**config.mk**
```make
export PLATFORM = sky130hd
export DESIGN_NAME = serial_word_receiver_flat
export DESIGN_NICKNAME = d
export VERILOG_FILES = /design/src/rtl/serial_word_receiver_if.sv /design/src/rtl/serial_word_receiver.sv /design/src/flat_wrapper.sv
export SDC_FILE = /design/constraint.sdc
export NUM_CORES = 1
export LEC_CHECK = 0
export BUFFER_PORTS_ARGS = -buffer_cell sky130_fd_sc_hd__buf_4
export CORE_UTILIZATION = 50
export DETAILED_ROUTE_END_ITERATION = 16
export PLACE_DENSITY = 0.75
export SLEW_MARGIN = 10
export SYNTH_ARGS = -nofsm -noshare
export SYNTH_HDL_FRONTEND = slang
export SYNTH_SLANG_ARGS = --single-unit
```
**constraint.sdc**
```tcl
create_clock -name clk -period 2.41 [get_ports clk]
set_clock_uncertainty 0.1 [all_clocks]
set_input_delay 0.482 -clock clk [delete_from_list [all_inputs] [get_ports clk]]
set_output_delay 0.482 -clock clk [all_outputs]
set_load 0.005 [all_outputs]
```
**src/rtl/serial_word_receiver_if.sv**
```systemverilog
//==============================================================================
// Module      : serial_word_receiver_if
// Description : Bundle of the serial bit stream, the word-level VALID/READY
//               handshake and the status flags of serial_word_receiver.
//               master : serial source plus parallel consumer (drives ENB,
//                        S_IN, DIR, SYNC, READY; observes Q and the flags)
//               slave  : the receiver itself
// Signals     : ENB   bit strobe            S_IN  serial data
//               DIR   bit order per word    SYNC  word realign
//               READY consumer accept       Q     received word [WIDTH]
//               VALID Q holds a word        BUSY  word partially received
//               OVR   sticky overrun        PERR  parity error of word on Q
// Revision    : 1.0 - initial release
//==============================================================================
`default_nettype none

interface serial_word_receiver_if #(
    parameter int WIDTH = 4
);
    logic             ENB;
    logic             S_IN;
    logic             DIR;
    logic             SYNC;
    logic             READY;
    logic [WIDTH-1:0] Q;
    logic             VALID;
    logic             BUSY;
    logic             OVR;
    logic             PERR;

    modport master (
        output ENB, S_IN, DIR, SYNC, READY,
        input  Q, VALID, BUSY, OVR, PERR
    );

    modport slave (
        input  ENB, S_IN, DIR, SYNC, READY,
        output Q, VALID, BUSY, OVR, PERR
    );
endinterface

`default_nettype wire

```
**src/rtl/serial_word_receiver.sv**
```systemverilog
//==============================================================================
// Module      : serial_word_receiver
// Description : Serial-to-parallel receiver. Collects WIDTH bits qualified by
//               ENB, assembles them LSB- or MSB-first (DIR latched with the
//               first bit of each word) and presents the word on Q with a
//               VALID/READY handshake. A word completing while an unconsumed
//               word is held and READY=0 is discarded and sets sticky OVR.
//               SYNC aborts a partial word (and, with ENB, starts a new one).
// Ports       : clk    clock, rising edge
//               reset  synchronous active-high reset
//               bus    serial_word_receiver_if.slave (ENB, S_IN, DIR, SYNC,
//                      READY in; Q, VALID, BUSY, OVR, PERR out)
// Parameters  : WIDTH       data bits per word (>= 2)
//               ODD_PARITY  0 even / 1 odd parity sense
// Config      : define PARITY_CHECK_EN to append a parity bit to every word
//               and report PERR; undefined -> PERR tied low.
// Revision    : 1.0 - initial release
//==============================================================================
`default_nettype none

module serial_word_receiver #(
    parameter int WIDTH      = 4,
    parameter int ODD_PARITY = 0
) (
    input  wire logic             clk,
    input  wire logic             reset,
    serial_word_receiver_if.slave bus
);

    localparam int             CW             = $clog2(WIDTH + 1);
    localparam logic [CW-1:0]  c_last_idx     = CW'(WIDTH - 1);
    localparam logic           c_parity_sense = 1'(ODD_PARITY);

    typedef enum logic [1:0] {
        ST_IDLE = 2'd0,
        ST_RECV = 2'd1,
        ST_PAR  = 2'd2
    } state_t;

    state_t           r_state;
    logic [CW-1:0]    r_count;
    logic             r_dir;
    logic [WIDTH-1:0] r_data;
    logic [WIDTH-1:0] r_q;
    logic             r_valid;
    logic             r_busy;
    logic             r_ovr;
    logic             r_perr;

    logic             w_start;
    logic             w_dir;
    logic [CW-1:0]    w_idx;
    logic [CW-1:0]    w_pos;
    logic [WIDTH-1:0] w_base;
    logic [WIDTH-1:0] w_word;
    logic             w_data_bit;
    logic             w_last_data;
    logic             w_to_par;
    logic             w_complete;
    logic [WIDTH-1:0] w_word_out;
    logic             w_perr;

    always_comb begin
        // A strobe in IDLE, or any strobe together with SYNC, opens a new word:
        // bit index 0, fresh data, DIR taken from the current input.
        w_start = bus.ENB & (bus.SYNC | (r_state == ST_IDLE));
        w_dir   = w_start ? bus.DIR : r_dir;
        w_idx   = w_start ? '0 : r_count;
        w_base  = w_start ? '0 : r_data;
        w_pos   = w_dir ? (c_last_idx - w_idx) : w_idx;

        w_word = w_base;
        for (int k = 0; k < WIDTH; k++) begin
            if (w_pos == CW'(k)) begin
                w_word[k] = bus.S_IN;
            end
        end

        // In PAR the strobed bit is parity, not data.
        w_data_bit  = bus.ENB & (w_start | (r_state == ST_RECV));
        w_last_data = w_data_bit & (w_idx == c_last_idx);

`ifdef PARITY_CHECK_EN
        w_to_par   = w_last_data;
        w_complete = bus.ENB & ~bus.SYNC & (r_state == ST_PAR);
        w_word_out = r_data;
        w_perr     = ((^r_data) ^ bus.S_IN) != c_parity_sense;
`else
        w_to_par   = 1'b0;
        w_complete = w_last_data;
        w_word_out = w_word;
        w_perr     = 1'b0;
`endif
    end

`ifndef PARITY_CHECK_EN
    // Parity sense has no effect without the parity bit.
    logic w_unused_parity_sense;
    assign w_unused_parity_sense = c_parity_sense;
`endif

    always_ff @(posedge clk) begin
        if (reset) begin
            r_state <= ST_IDLE;
            r_count <= '0;
            r_dir   <= 1'b0;
            r_data  <= '0;
            r_q     <= '0;
            r_valid <= 1'b0;
            r_busy  <= 1'b0;
            r_ovr   <= 1'b0;
            r_perr  <= 1'b0;
        end else begin
            // Bit-level sequencing
            if (w_complete) begin
                r_state <= ST_IDLE;
                r_count <= '0;
                r_busy  <= 1'b0;
            end else if (w_data_bit) begin
                r_state <= w_to_par ? ST_PAR : ST_RECV;
                r_count <= w_idx + CW'(1);
                r_data  <= w_word;
                r_dir   <= w_dir;
                r_busy  <= 1'b1;
            end else if (bus.SYNC) begin
                r_state <= ST_IDLE;
                r_count <= '0;
                r_busy  <= 1'b0;
            end

            // Word-level handshake: a completing word either replaces the
            // held one (free slot or consumed this edge) or is dropped.
            if (w_complete) begin
                if (r_valid & ~bus.READY) begin
                    r_ovr <= 1'b1;
                end else begin
                    r_q     <= w_word_out;
                    r_perr  <= w_perr;
                    r_valid <= 1'b1;
                end
            end else if (r_valid & bus.READY) begin
                r_valid <= 1'b0;
            end
        end
    end

    assign bus.Q     = r_q;
    assign bus.VALID = r_valid;
    assign bus.BUSY  = r_busy;
    assign bus.OVR   = r_ovr;
    assign bus.PERR  = r_perr;

endmodule

`default_nettype wire
```
**src/flat_wrapper.sv**
```systemverilog
// flat-port wrapper written by rule: the top's interface ports become plain ports
module serial_word_receiver_flat 
#(
    parameter int WIDTH      = 4,
    parameter int ODD_PARITY = 0
)
  (clk, reset, bus_ENB, bus_S_IN, bus_DIR, bus_SYNC, bus_READY, bus_Q, bus_VALID, bus_BUSY, bus_OVR, bus_PERR);
  serial_word_receiver_if #(.WIDTH(WIDTH)) bus_i ();
  input  wire logic clk;
  input  wire logic reset;
  input wire logic [$bits(bus_i.ENB)-1:0] bus_ENB;
  input wire logic [$bits(bus_i.S_IN)-1:0] bus_S_IN;
  input wire logic [$bits(bus_i.DIR)-1:0] bus_DIR;
  input wire logic [$bits(bus_i.SYNC)-1:0] bus_SYNC;
  input wire logic [$bits(bus_i.READY)-1:0] bus_READY;
  output wire logic [$bits(bus_i.Q)-1:0] bus_Q;
  output wire logic [$bits(bus_i.VALID)-1:0] bus_VALID;
  output wire logic [$bits(bus_i.BUSY)-1:0] bus_BUSY;
  output wire logic [$bits(bus_i.OVR)-1:0] bus_OVR;
  output wire logic [$bits(bus_i.PERR)-1:0] bus_PERR;
  assign bus_i.ENB = bus_ENB;
  assign bus_i.S_IN = bus_S_IN;
  assign bus_i.DIR = bus_DIR;
  assign bus_i.SYNC = bus_SYNC;
  assign bus_i.READY = bus_READY;
  assign bus_Q = bus_i.Q;
  assign bus_VALID = bus_i.VALID;
  assign bus_BUSY = bus_i.BUSY;
  assign bus_OVR = bus_i.OVR;
  assign bus_PERR = bus_i.PERR;
  serial_word_receiver #(.WIDTH(WIDTH), .ODD_PARITY(ODD_PARITY)) u_core (.clk(clk), .reset(reset), .bus(bus_i));
endmodule
```
After elaboration in Yosys (flattened, before gate mapping)
Cells that the tools add are included.
{"block": "totals", "mem_count": 0, "mem_bits_rw": 0, "latch_bits": 0, "mem_bits_ro": 0, "elab_cells": 51, "ff_bits": 16}
{"block": "classes", "multipliers": 0, "order_cmp": 0, "n_shift": 0, "add_sub_neg": 2, "mux": 17, "eq_ne": 5, "reduce_logical": 9, "n_div": 0, "bitwise_logic": 10}
{"op": "two-way mux 1 bit", "n": 12}
{"op": "two-way mux 3 bit", "n": 4}
{"op": "equality test 3 x 2 -> 1 bit, second input constant", "n": 3}
{"op": "AND reduction 2 bit", "n": 4}
{"op": "bitwise AND 1 bit", "n": 5}
{"op": "two-way mux 4 bit", "n": 1}
{"op": "nonzero test 2 bit", "n": 2}
{"op": "adder 3 x 1 -> 3 bit, second input constant", "n": 1}
{"op": "equality test 3 x 1 -> 1 bit, second input constant", "n": 1}
{"op": "logical NOT 3 bit", "n": 1}
{"op": "inverter 1 bit", "n": 3}
{"op": "subtractor 2 x 3 -> 3 bit, first input constant", "n": 1}
{"op": "logical NOT 2 bit", "n": 1}
{"op": "!= test 2 bit, second input constant", "n": 1}
{"op": "OR 1 bit", "n": 2}
{"op": "OR reduction 2 bit", "n": 1}

Logic depth before layout (Yosys ltp)
{"block": "depth", "depth_word": 8, "depth_mapped": 5, "ltp_nobuf": 4}

Worst setup path after synthesis
Ideal clock, no wire load.
{"block": "synth_timing", "kind": "register to register", "startpoint": "reg u_core.r_count[0]", "endpoint": "reg u_core.r_q[3] (netlist: u_core.bus.Q[3])", "path_stages_with_launch": 5, "required_time_ns": 2.231, "path_slack_ns": 0.833, "period_less_slack_ns": 1.577, "arrival_ns": 1.397, "cell_sequence": "dfxtp_1 -> or4b_1 -> a221oi_2 -> a41oi_1 -> a211oi_2"}
{"block": "synth_via", "elab_chain_cells": 5}
{"element": "start, declared", "line": "serial_word_receiver.sv:41", "rtl": "logic [CW-1:0] r_count;"}
{"element": "start signal, assigned", "line": "serial_word_receiver.sv:121", "rtl": "r_count <= w_idx + CW'(1);"}
{"element": "two-way mux 3 bit *", "line": "serial_word_receiver.sv:68", "rtl": "w_idx = w_start ? '0 : r_count;"}
{"element": "subtractor 2 x 3 -> 3 bit", "line": "serial_word_receiver.sv:70", "rtl": "w_pos = w_dir ? (c_last_idx - w_idx) : w_idx;"}
{"element": "two-way mux 3 bit", "line": "serial_word_receiver.sv:70"}
{"element": "equality test 3 x 2 -> 1 bit", "line": "serial_word_receiver.sv:74", "rtl": "if (w_pos == CW'(k)) begin"}
{"element": "two-way mux 1 bit", "line": "serial_word_receiver.sv:74"}
{"element": "end signal, assigned", "line": "serial_word_receiver.sv:137", "rtl": "r_q <= w_word_out;"}
{"element": "end, declared", "line": "serial_word_receiver.sv:44", "rtl": "logic [WIDTH-1:0] r_q;"}
Mark *: on every way between the ends. The rest lies on a longest branch, timed or not.
A chain may end at the register's enable or synchronous reset.

Final worst setup path
{"block": "layout_timing", "startpoint": "reg u_core.r_count[0]", "endpoint": "reg u_core.r_q[2] (netlist: u_core.bus.Q[2])"}
Same word-level chain as after synthesis.

==> run_results.csv <==
group,metric,value,unit
placed_design,globalplace.congestion,0.760,
sta,fmax,0.544,GHz
synthesis,yosys.area.top_type_share,0.356,
cells_and_area,mostFrequentLayoutCells,"nor2_1, dfxtp_1, buf_4",
placed_design,pre_cts_ws,549,ps
setup_path,path_cells,"nand3b_1 -> nor3_2 -> nor2_1 -> a211oi_1",
power_and_ir_drop,finalPower,475,µW
hold_path,min_to,"u_core.r_count[1]",
power_and_ir_drop,p_leak,0.000399,µW
sta,whs,280,ps
synthesis,post_synth.cell_area_avg,8.27,µm²
floorplanning,io_pins,15,
synthesis,async_reset_ff_frac,0,
synthesis,ys_ff_latch,15,
grt,grt_max_degree,16,
detailed_routing,first_pass_iters,4,
detailed_routing,drtIter0Drc,19,
detailed_routing,viasPerCell,6.15,
cells_and_area,nets,121,
setup_path,crit_fanout,15,
detailed_routing,drc,0,
setup_path,crit_family,"simple AND/OR/NAND/NOR gates",
synthesis,syn_inst,102,
setup_path,worst-path-buf-inv,0,
cells_and_area,area_growth,13.6,%
detailed_routing,antenna_left,0,
status,status,"complete, no violations",
floorplanning,core_area,0.00154,mm²
clocking,clk_latency,290,ps
detailed_routing,post_drt_wl_per_cell,13.8,µm
clocking,path_clk_slew,90,ps
sta,period_share,0.762,
cells_and_area,drive_gt1_frac,0.186,
sta,timing.final.ws_setup,573,ps
run,max_cap_violations,0,
setup_path,r2r-end,"u_core.bus.Q[2]",
sta,tns,0,ps
floorplanning,die_area,0.00186,mm²
synthesis,synth-main-ff-cell,"dfxtp_1",
sta,final_max_slew_viol_count,0,
setup_path,timing.rr.start,"u_core.r_count[0]",
hold_path,hold_path.class,"in -> reg",
cells_and_area,antenna_cells,0,
synthesis,synthTopCellsByArea,"dfxtp_1, mux2i_1, nor2_1, a211oi_1, a21oi_1",
synthesis,yosysWarnings,0,
synthesis,synth_area,843,µm²
grt,antenna_found_initial,0,
synthesis,ys_types,35,
clocking,cts_tree,"yes",
sta,rsz0062_at_grt,"false",
floorplanning,start_util,0.547,
clocking,cts_resized,0,
sta,slew-limit-headroom,0.654,
detailed_routing,routed_wl,1790,µm
setup_path,cp.required,2520,ps
detailed_routing,vias,793,
sta,tightest_slew,516,ps
cells_and_area,fill_cells,136,
grt,grt_overflow,0,
clocking,cts_buffers,3,
setup_path,worst_path_max_delay_cell,"dfxtp_1",
power_and_ir_drop,power_density,496,mW/mm²
setup_path,startpoint,"u_core.r_count[0]",
synthesis,syn-num-nets,109,
grt,grt_pass1_vias,754,
clocking,postCtsSetupBuffers,0,
clocking,clkSinkCount,15,
sta,hold_violations,0,
placed_design,dpl.hpwl,1300,µm
synthesis,yosys.area.top_type,"dfxtp_1",
setup_path,critical-path-max-stage-delay,620,ps
clocking,h-tree-depth,1,
synthesis,synth_edf_count,0,
grt,grt_pass1_wl,3060,µm
floorplanning,dieWidth,43.1,µm
clocking,clockRootBuffer,"clkbuf_4",
floorplanning,dieHeight,43.1,µm
setup_path,cp.arrival,1940,ps
floorplanning,rows,14,
hold_path,worstHoldPathCells,2,
sta,setup-violations-final,0,
grt,grt_usage,0.215,
setup_path,reg2reg_depth,4,
hold_path,hp-start,"bus_SYNC",
sta,fin_crit,1840,ps
synthesis,ys_seq_area_frac,0.356,
setup_path,critPathLaunchType,"flip-flop",
cells_and_area,final_common_cell,"nor2_1",
setup_path,crit_type,"reg -> reg",
clocking,cts-hold-fix-buffers,0,
clocking,clock_path_buffers,2,
placed_design,portBuffers,13,
setup_path,r2r_setup_slack,570,ps
setup_path,crit_path_end_kind,"flip-flop",
power_and_ir_drop,ir_drop,0.000346,V
==> where the power goes <==
part	leakage (µW)	switching, µW	total, µW	internal [µW]
Clock	0.0000150	83.3	148	64.4
Sequential	0.000122	10.8	264	254
Combinational	0.000262	34.3	63.2	28.9
Total	0.000399	128	475	347
==> kinds of logic after synthesis <==
logic type | share of synthesized area
flip-flops | 0.356
AND/OR/NAND/NOR | 0.276
AO/OA/AOI/OAI | 0.245
other | 0.00445
multiplexers | 0.0712
buffers and inverters | 0.0475
==> layer usage <==
metal  up-vias  track usage  wire length, µm
met5         -            0                0
met4         0        0.121               34
met3         6       0.0426               99
met2        26        0.370              846
met1       368        0.246              805
li1        393            -                -
==> registers in the layout (all words and copies together) (netlist names) <==
name,cells
u_core.bus.Q,4
u_core.r_count,3
u_core.bus.VALID,1
u_core.bus.BUSY,1
u_core.r_data,4
u_core.bus.OVR,1
u_core.r_dir,1
==> per-stage QoR <==
stage,util,cells,area (µm²)
after floorplan,-,102,843
after global placement,0.605,125,932
after global routing,0.622,129,958
after CTS,0.622,129,958
after detailed placement,0.605,125,932
final,0.622,129,958
==> synthesized netlist by cell type (all sizes together), types with 2 or more instances <==
cell / instances
a211oi: 8
a21boi: 2
a21oi: 8
a221oi: 2
and3: 2
buf: 4
clkbuf: 2
dfxtp: 15
inv: 3
mux2i: 6
nand2: 5
nand2b: 2
nand3b: 2
nor2: 16
nor2b: 5
nor3: 4
o22a: 2
or3: 2
==> layout make-up <==
cell class / instances / area [µm²] / area share
clock buffers: 4 / 26.3 / 0.0274
inverters: 3 / 11.3 / 0.0117
multi-input cells: 78 / 503 / 0.525
flip-flops and latches: 15 / 300 / 0.313
well taps: 16 / 20.0 / 0.0209
repair buffers: 13 / 97.6 / 0.102
==> worst register-to-register path, cell delays in order (launching register included) <==
cell and delay [ps]:
dfxtp_1 620, nand3b_1 240, nor3_2 500, nor2_1 80, a211oi_1 230
==> worst max-delay path by stage <==
| stage | depth (start not counted) | to | slack [ps] |
|---|---|---|---|
| after floorplan | 4 | u_core.bus.Q[3] | 830 |
| after global placement | 5 | u_core.bus.Q[3] | 580 |
| after detailed placement | 5 | u_core.bus.Q[2] | 550 |
| after CTS | 4 | u_core.bus.Q[2] | 560 |
| after global routing | 4 | u_core.bus.Q[2] | 380 |
| final | 4 | u_core.bus.Q[2] | 570 |
(Power assumes the default switching activity.)
